--- src/rtl/imem_loadable_pkg.sv ---
// Shared definitions for the loadable instruction memory: FSM encoding and
// default geometry used by the interface, the RAM and the top.
package imem_loadable_pkg;

    localparam int DEF_DATA_W     = 32;
    localparam int DEF_ADDR_W     = 32;
    localparam int DEF_DEPTH_LOG2 = 6;

    localparam logic [DEF_DATA_W-1:0] DEF_NOP_WORD = 32'h0000_0000;

    typedef enum logic [1:0] {
        ST_IDLE = 2'd0,
        ST_LOAD = 2'd1,
        ST_RUN  = 2'd2
    } imem_state_e;

endpackage

--- src/rtl/imem_loadable_if.sv ---
// Loader stream plus fetch port of the instruction memory. The master side is
// the boot controller / core, the slave side is the memory itself.
interface imem_loadable_if #(
    parameter int DATA_W = imem_loadable_pkg::DEF_DATA_W,
    parameter int ADDR_W = imem_loadable_pkg::DEF_ADDR_W
) ();

    logic              load_start;
    logic              load_valid;
    logic [DATA_W-1:0] load_data;
    logic              load_last;
    logic              load_ready;
    logic              load_done;

    logic              fetch_en;
    logic [ADDR_W-1:0] pc;
    logic [DATA_W-1:0] instruction;
    logic              instr_valid;
    logic              misaligned;
    logic              out_of_range;
    logic              cpu_stall;

    modport master (
        output load_start, load_valid, load_data, load_last, fetch_en, pc,
        input  load_ready, load_done, instruction, instr_valid,
               misaligned, out_of_range, cpu_stall
    );

    modport slave (
        input  load_start, load_valid, load_data, load_last, fetch_en, pc,
        output load_ready, load_done, instruction, instr_valid,
               misaligned, out_of_range, cpu_stall
    );

endinterface

--- src/rtl/imem_loadable_array.sv ---
// Single-port synchronous word RAM; a write takes the port, otherwise a read
// enable updates the registered read data, which holds between reads.
module imem_array #(
    parameter int DATA_W     = imem_loadable_pkg::DEF_DATA_W,
    parameter int DEPTH_LOG2 = imem_loadable_pkg::DEF_DEPTH_LOG2
) (
    input  logic                  clk,
    input  logic                  we,
    input  logic                  re,
    input  logic [DEPTH_LOG2-1:0] addr,
    input  logic [DATA_W-1:0]     wdata,
    output logic [DATA_W-1:0]     rdata
);

    localparam int DEPTH = 1 << DEPTH_LOG2;

    logic [DATA_W-1:0] mem [DEPTH];

    always_ff @(posedge clk) begin
        if (we) begin
            mem[addr] <= wdata;
        end else if (re) begin
            rdata <= mem[addr];
        end
    end

endmodule

--- src/rtl/imem_loadable.sv ---
// Instruction memory loaded over a valid/ready stream after reset, then serving
// one-cycle registered fetches; invalid fetches return NOP_WORD with a flag.
module imem_loadable
    import imem_loadable_pkg::*;
#(
    parameter int                DATA_W     = DEF_DATA_W,
    parameter int                ADDR_W     = DEF_ADDR_W,
    parameter int                DEPTH_LOG2 = DEF_DEPTH_LOG2,
    parameter logic [DATA_W-1:0] NOP_WORD   = DATA_W'(DEF_NOP_WORD)
) (
    input  logic           clk,
    input  logic           rst_n,
    imem_loadable_if.slave bus
);

    localparam int DEPTH = 1 << DEPTH_LOG2;

    imem_state_e state, state_nxt;

    logic [DEPTH_LOG2-1:0] wptr;
    logic [DEPTH-1:0]      written;
    logic                  load_done_r;

    logic                  load_ready;
    logic                  cpu_stall;
    logic                  fetch_fire;
    logic                  load_fire;
    logic                  last_beat;
    logic                  clear_prog;

    logic                  pc_misaligned;
    logic                  pc_out_of_range;
    logic [DEPTH_LOG2-1:0] fetch_idx;
    logic [DEPTH_LOG2-1:0] ram_addr;
    logic [DATA_W-1:0]     ram_rdata;

    logic                  use_nop_p1;
    logic                  vld_p1;
    logic                  misaligned_p1;
    logic                  out_of_range_p1;

    // FSM state register
    always_ff @(posedge clk or negedge rst_n) begin
        if (!rst_n) begin
            state <= ST_IDLE;
        end else begin
            state <= state_nxt;
        end
    end

    // FSM next state; load_start during LOAD is deliberately ignored
    always_comb begin
        state_nxt = state;
        case (state)
            ST_IDLE: if (bus.load_start) state_nxt = ST_LOAD;
            ST_LOAD: if (last_beat)      state_nxt = ST_RUN;
            ST_RUN:  if (bus.load_start) state_nxt = ST_LOAD;
            default:                     state_nxt = ST_IDLE;
        endcase
    end

    // FSM outputs
    always_comb begin
        load_ready = 1'b0;
        cpu_stall  = 1'b1;
        fetch_fire = 1'b0;
        case (state)
            ST_LOAD: load_ready = 1'b1;
            ST_RUN: begin
                cpu_stall  = 1'b0;
                fetch_fire = bus.fetch_en;
            end
            default: ;
        endcase
    end

    assign load_fire  = load_ready & bus.load_valid;
    assign last_beat  = load_fire & (bus.load_last | (&wptr));
    assign clear_prog = bus.load_start & (state != ST_LOAD);

    assign pc_misaligned   = |bus.pc[1:0];
    assign pc_out_of_range = |bus.pc[ADDR_W-1:DEPTH_LOG2+2];
    assign fetch_idx       = bus.pc[DEPTH_LOG2+1:2];

    // Writes and fetches are gated by state, so the single port never conflicts
    assign ram_addr = (state == ST_LOAD) ? wptr : fetch_idx;

    imem_array #(
        .DATA_W     (DATA_W),
        .DEPTH_LOG2 (DEPTH_LOG2)
    ) u_array (
        .clk   (clk),
        .we    (load_fire),
        .re    (fetch_fire),
        .addr  (ram_addr),
        .wdata (bus.load_data),
        .rdata (ram_rdata)
    );

    // Write pointer and written-word bitmap; a new program invalidates every word
    always_ff @(posedge clk or negedge rst_n) begin
        if (!rst_n) begin
            wptr        <= '0;
            written     <= '0;
            load_done_r <= 1'b0;
        end else begin
            load_done_r <= last_beat;
            if (clear_prog) begin
                wptr    <= '0;
                written <= '0;
            end else if (load_fire) begin
                wptr          <= wptr + 1'b1;
                written[wptr] <= 1'b1;
            end
        end
    end

    // Stage p1: fetch result qualifiers, aligned with the RAM read register
    always_ff @(posedge clk or negedge rst_n) begin
        if (!rst_n) begin
            use_nop_p1      <= 1'b1;
            vld_p1          <= 1'b0;
            misaligned_p1   <= 1'b0;
            out_of_range_p1 <= 1'b0;
        end else if (state_nxt != ST_RUN) begin
            use_nop_p1      <= 1'b1;
            vld_p1          <= 1'b0;
            misaligned_p1   <= 1'b0;
            out_of_range_p1 <= 1'b0;
        end else begin
            vld_p1 <= fetch_fire;
            if (fetch_fire) begin
                misaligned_p1   <= pc_misaligned;
                out_of_range_p1 <= ~pc_misaligned & pc_out_of_range;
                use_nop_p1      <= pc_misaligned | pc_out_of_range | ~written[fetch_idx];
            end
        end
    end

    assign bus.instruction  = use_nop_p1 ? NOP_WORD : ram_rdata;
    assign bus.instr_valid  = vld_p1;
    assign bus.misaligned   = misaligned_p1;
    assign bus.out_of_range = out_of_range_p1;
    assign bus.load_ready   = load_ready;
    assign bus.load_done    = load_done_r;
    assign bus.cpu_stall    = cpu_stall;

endmodule

--- src/flat_wrapper.sv ---
// flat-port wrapper written by rule: the top's interface ports become plain ports
module imem_loadable_flat import imem_loadable_pkg::*;
#(
    parameter int                DATA_W     = DEF_DATA_W,
    parameter int                ADDR_W     = DEF_ADDR_W,
    parameter int                DEPTH_LOG2 = DEF_DEPTH_LOG2,
    parameter logic [DATA_W-1:0] NOP_WORD   = DATA_W'(DEF_NOP_WORD)
)
  (clk, rst_n, bus_load_start, bus_load_valid, bus_load_data, bus_load_last, bus_fetch_en, bus_pc, bus_load_ready, bus_load_done, bus_instruction, bus_instr_valid, bus_misaligned, bus_out_of_range, bus_cpu_stall);
  imem_loadable_if #(.DATA_W(DATA_W), .ADDR_W(ADDR_W)) bus_i ();
  input  logic clk;
  input  logic rst_n;
  input wire logic [$bits(bus_i.load_start)-1:0] bus_load_start;
  input wire logic [$bits(bus_i.load_valid)-1:0] bus_load_valid;
  input wire logic [$bits(bus_i.load_data)-1:0] bus_load_data;
  input wire logic [$bits(bus_i.load_last)-1:0] bus_load_last;
  input wire logic [$bits(bus_i.fetch_en)-1:0] bus_fetch_en;
  input wire logic [$bits(bus_i.pc)-1:0] bus_pc;
  output wire logic [$bits(bus_i.load_ready)-1:0] bus_load_ready;
  output wire logic [$bits(bus_i.load_done)-1:0] bus_load_done;
  output wire logic [$bits(bus_i.instruction)-1:0] bus_instruction;
  output wire logic [$bits(bus_i.instr_valid)-1:0] bus_instr_valid;
  output wire logic [$bits(bus_i.misaligned)-1:0] bus_misaligned;
  output wire logic [$bits(bus_i.out_of_range)-1:0] bus_out_of_range;
  output wire logic [$bits(bus_i.cpu_stall)-1:0] bus_cpu_stall;
  assign bus_i.load_start = bus_load_start;
  assign bus_i.load_valid = bus_load_valid;
  assign bus_i.load_data = bus_load_data;
  assign bus_i.load_last = bus_load_last;
  assign bus_i.fetch_en = bus_fetch_en;
  assign bus_i.pc = bus_pc;
  assign bus_load_ready = bus_i.load_ready;
  assign bus_load_done = bus_i.load_done;
  assign bus_instruction = bus_i.instruction;
  assign bus_instr_valid = bus_i.instr_valid;
  assign bus_misaligned = bus_i.misaligned;
  assign bus_out_of_range = bus_i.out_of_range;
  assign bus_cpu_stall = bus_i.cpu_stall;
  imem_loadable #(.DATA_W(DATA_W), .ADDR_W(ADDR_W), .DEPTH_LOG2(DEPTH_LOG2), .NOP_WORD(NOP_WORD)) u_core (.clk(clk), .rst_n(rst_n), .bus(bus_i));
endmodule
--- config.mk ---
export PLATFORM = sky130hd
export DESIGN_NAME = imem_loadable_flat
export DESIGN_NICKNAME = d
export VERILOG_FILES = /design/src/rtl/imem_loadable_pkg.sv /design/src/rtl/imem_loadable_if.sv /design/src/rtl/imem_loadable_array.sv /design/src/rtl/imem_loadable.sv /design/src/flat_wrapper.sv
export SDC_FILE = /design/constraint.sdc
export NUM_CORES = 2
export LEC_CHECK = 0
export ABC_AREA = 1
export CORE_ASPECT_RATIO = 0.9
export CORE_UTILIZATION = 45
export DETAILED_ROUTE_END_ITERATION = 16
export MAX_ROUTING_LAYER = met4
export PLACE_DENSITY = 0.62
export RECOVER_POWER = 50
export REMOVE_ABC_BUFFERS = 1
export SYNTH_ARGS = -nofsm -noshare
export SYNTH_HDL_FRONTEND = slang
export SYNTH_SLANG_ARGS = --single-unit
--- constraint.sdc ---
create_clock -name clk -period 4.97 [get_ports clk]
set_input_delay 0.7455 -clock clk [delete_from_list [all_inputs] [get_ports clk]]
set_output_delay 0.7455 -clock clk [all_outputs]
set_load 0.005 [all_outputs]
==> impl_metrics.json <==
{
  "status": "finished, violations left",
  "violations": "max-capacitance violations, max-slew violations",
  "critPathLaunchType": "flip-flop",
  "drv_slew": 2098,
  "synth.top_cells.by_area": "edfxtp_1 (69%), nand2_1 (24%), dfrtp_1 (2.1%)",
  "max_slew_margin_pct": -142,
  "nFillCells": 17900,
  "dr.pass1.iters": 8,
  "dp.cells": 11500,
  "r2r-start": "u_core.state[1]",
  "synth.most_common_cell": "nand2_1",
  "cts.repair.resized": 0,
  "crit_type": "reg2reg",
  "placed_area_mm2": 0.0957,
  "grt_pass1_wl_mm": 389,
  "yosys.area.top_type_share_pct": 68.5,
  "io_buffers": 107,
  "rsz0062_at_grt": "false",
  "synth_top_cell_by_area": "edfxtp_1",
  "die_h_um": 429,
  "period_share_pct": 80.7,
  "critPathArrivalTime_ns": 4.73,
  "routabilityCongestion": 0.904,
  "nNetsFinal": 9130,
  "hold_buffers": 0,
  "power_density_mw_per_mm2": 555,
  "syn_area_mm2": 0.0911,
  "fmax_mhz": 249,
  "cts_tree": "done",
  "cp-end-kind": "flip-flop",
  "drive_above_1_share_pct": 6.24,
  "first_iter_violations": 7056,
  "ir_worst_vdd_mv": 0.854,
  "die_w_um": 476,
  "ys_ff_latch": 2157,
  "track_usage_pct": 26.2,
  "leakage_nw": 42.3,
  "synthArstFlopShare_pct": 3.57,
  "clk_pin_slew_ns": 0.06,
  "initial_core_util_pct": 45.3,
  "routed_wl_mm": 263,
  "ys.flop_type": "edfxtp_1",
  "ios": 108,
  "synth_compound_gate_area_share_pct": 0.497,
  "overflow": 0,
  "endpoint": "u_core.u_array.rdata[9]",
  "die_area_mm2": 0.204,
  "whs_ns": 0.0290,
  "ys_seq_area_share_pct": 70.7,
  "fp-row-count": 156,
  "synth.distinct_cells": 39,
  "areaGrowthSynthToFinish_pct": 12.4,
  "yosys.area_share.simple_pct": 26.0,
  "grt_pass1_vias": 59700,
  "drc": 0,
  "path_max_fanout": 157,
  "clkSinkCount": 2157,
  "reg2reg_slack_ns": 0.96,
  "ys_warn_count": 0,
  "cts_buffer_depth": 3,
  "maxCapViolCount": 35,
  "avgSynthCellArea_um2": 10.1,
  "grt_max_degree": 158,
  "via_per_inst": 5.24,
  "synthMuxAreaShare_pct": 0,
  "hold_violations": 0,
  "period_needed_ns": 4.01,
  "core_mm2": 0.201,
  "fin_skew_ns": 0.0240,
  "ant_nets": 0,
  "final_cells": 11900,
  "yosys-top-cells-count": "nand2_1 (5903), edfxtp_1 (2080), buf_2 (316)",
  "setup_violations": 0,
  "hpwl_mm": 147,
  "wl_per_cell_um": 22.1,
  "synth_edf_count": 2080,
  "synth-xor-area-share_pct": 0.00961,
  "antenna_found_initial": 4,
  "synthAdderAreaFrac_pct": 0.0137,
  "clkLatencyLatePin_ns": 0.85,
  "hold_class": "in2async",
  "setup.worst_path.start": "u_core.state[1]",
  "cts_buffers": 211,
  "final_area_mm2": 0.102,
  "tightest_slew_ns": 3.63,
  "worstPathRequired_ns": 5.69,
  "vias": 62500,
  "r2r-end": "u_core.u_array.rdata[9]",
  "root_buffer": "clkbuf_16",
  "netlist_instances": 9002,
  "synth_top_family_by_area": "simple AND/OR/NAND/NOR gates",
  "post_cts_buffers": 0,
  "cts.htree.levels": 4,
  "tns_ns": 0,
  "r2r_cells": 12
}
kinds of logic (layout without fill, tap and decap cells):
group / after synthesis / count (layout)
adder cells (fa/ha/maj): 1 / 1
XOR/XNOR: 1 / 1
buffers and inverters: 535 / 764
flip-flops: 2157 / 2157
AO/OA/AOI/OAI: 75 / 75
other: 0 / 3
AND/OR/NAND/NOR: 6233 / 6233
placed cells by master, fill, tap and decap left out, drive strengths merged, types with 2 or more instances in the layout:
cell              n
clkbuf          312
clkinvlp          5
o21a              7
a21oi            12
o22ai             2
inv              81
and2              2
nand3b            2
clkinv           90
nand2          5909
nor3             17
o21ai            49
nor2            199
a31oi             3
dfrtp            76
clkdlybuf4s50    74
bufinv           18
edfxtp         2080
nand3            96
nor4              7
diode             3
buf             184
how the worst min path moves through the flow:
stage,slack (ns),start,end,depth (start not counted)
global route,0.09,rst_n,u_core.bus.instr_valid,1
global placement,0.46,u_core.written[17],u_core.written[17],2
CTS,0.05,rst_n,u_core.written[46],1
finish,0.03,rst_n,u_core.bus.instr_valid,1
floorplan,0.45,rst_n,u_core.bus.instr_valid,0
detailed placement,0.48,u_core.written[29],u_core.written[29],2
through the flow:
step | total power [mW] | util [%] | setup WS [ns]
2_1_floorplan | 32.7 | - | -13.68
3_3_place_gp | 41.1 | 47.6 | 0.864
3_5_place_dp | 41.2 | 47.6 | 0.762
4_1_cts | 57.0 | 51.0 | 1.18
5_1_grt | 59.9 | 50.9 | 0.817
6_report | 56.8 | 50.9 | 0.961
power by group:
group	total (mW)	internal, mW	switching [mW]
Clock	15.9	8.92	6.96
Sequential	20.5	20.4	0.118
Combinational	20.4	5.15	15.3
sequential cells by signal, summed over array words and instances (netlist names), 2 cells and up:
| signal | cells |
|---|---|
| u_core.written | 64 |
| u_core.state | 2 |
| u_core.u_array.mem | 2048 |
| u_core.wptr | 6 |
| u_core.u_array.rdata | 32 |
layer usage:
layer	vias to the layer above	global-route usage, %	wire [µm]
met3	466	3.82	19900
met4	0	9.71	10300
met5	-	-	0
met2	2598	41.4	124000
li1	29200	-	-
met1	30200	34.5	109000
critical path: stages, from the launching register on:
cell,delay (ns)
dfrtp_1,0.43
inv_2,0.06
nand2_1,0.61
nand2_1,0.23
o21ai_4,0.21
buf_12,0.74
buf_4,0.78
nand2_1,0.14
nand2_1,0.13
nand2_1,0.08
nand2_1,0.13
nor2_1,0.07
nand2_1,0.05
final cells by class:
type,count,area [µm²],area share (%)
Clock inverter,114,1180,1.15
Clock buffer,271,5620,5.49
Sequential cell,2157,64400,62.9
Timing Repair Buffer,299,2860,2.79
Tap cell,2686,3360,3.28
Multi-Input combinational cell,6310,24700,24.1
Antenna cell,3,7.51,0.00733
Inverter,80,320,0.313
Power figures use the tool's default switching activity.
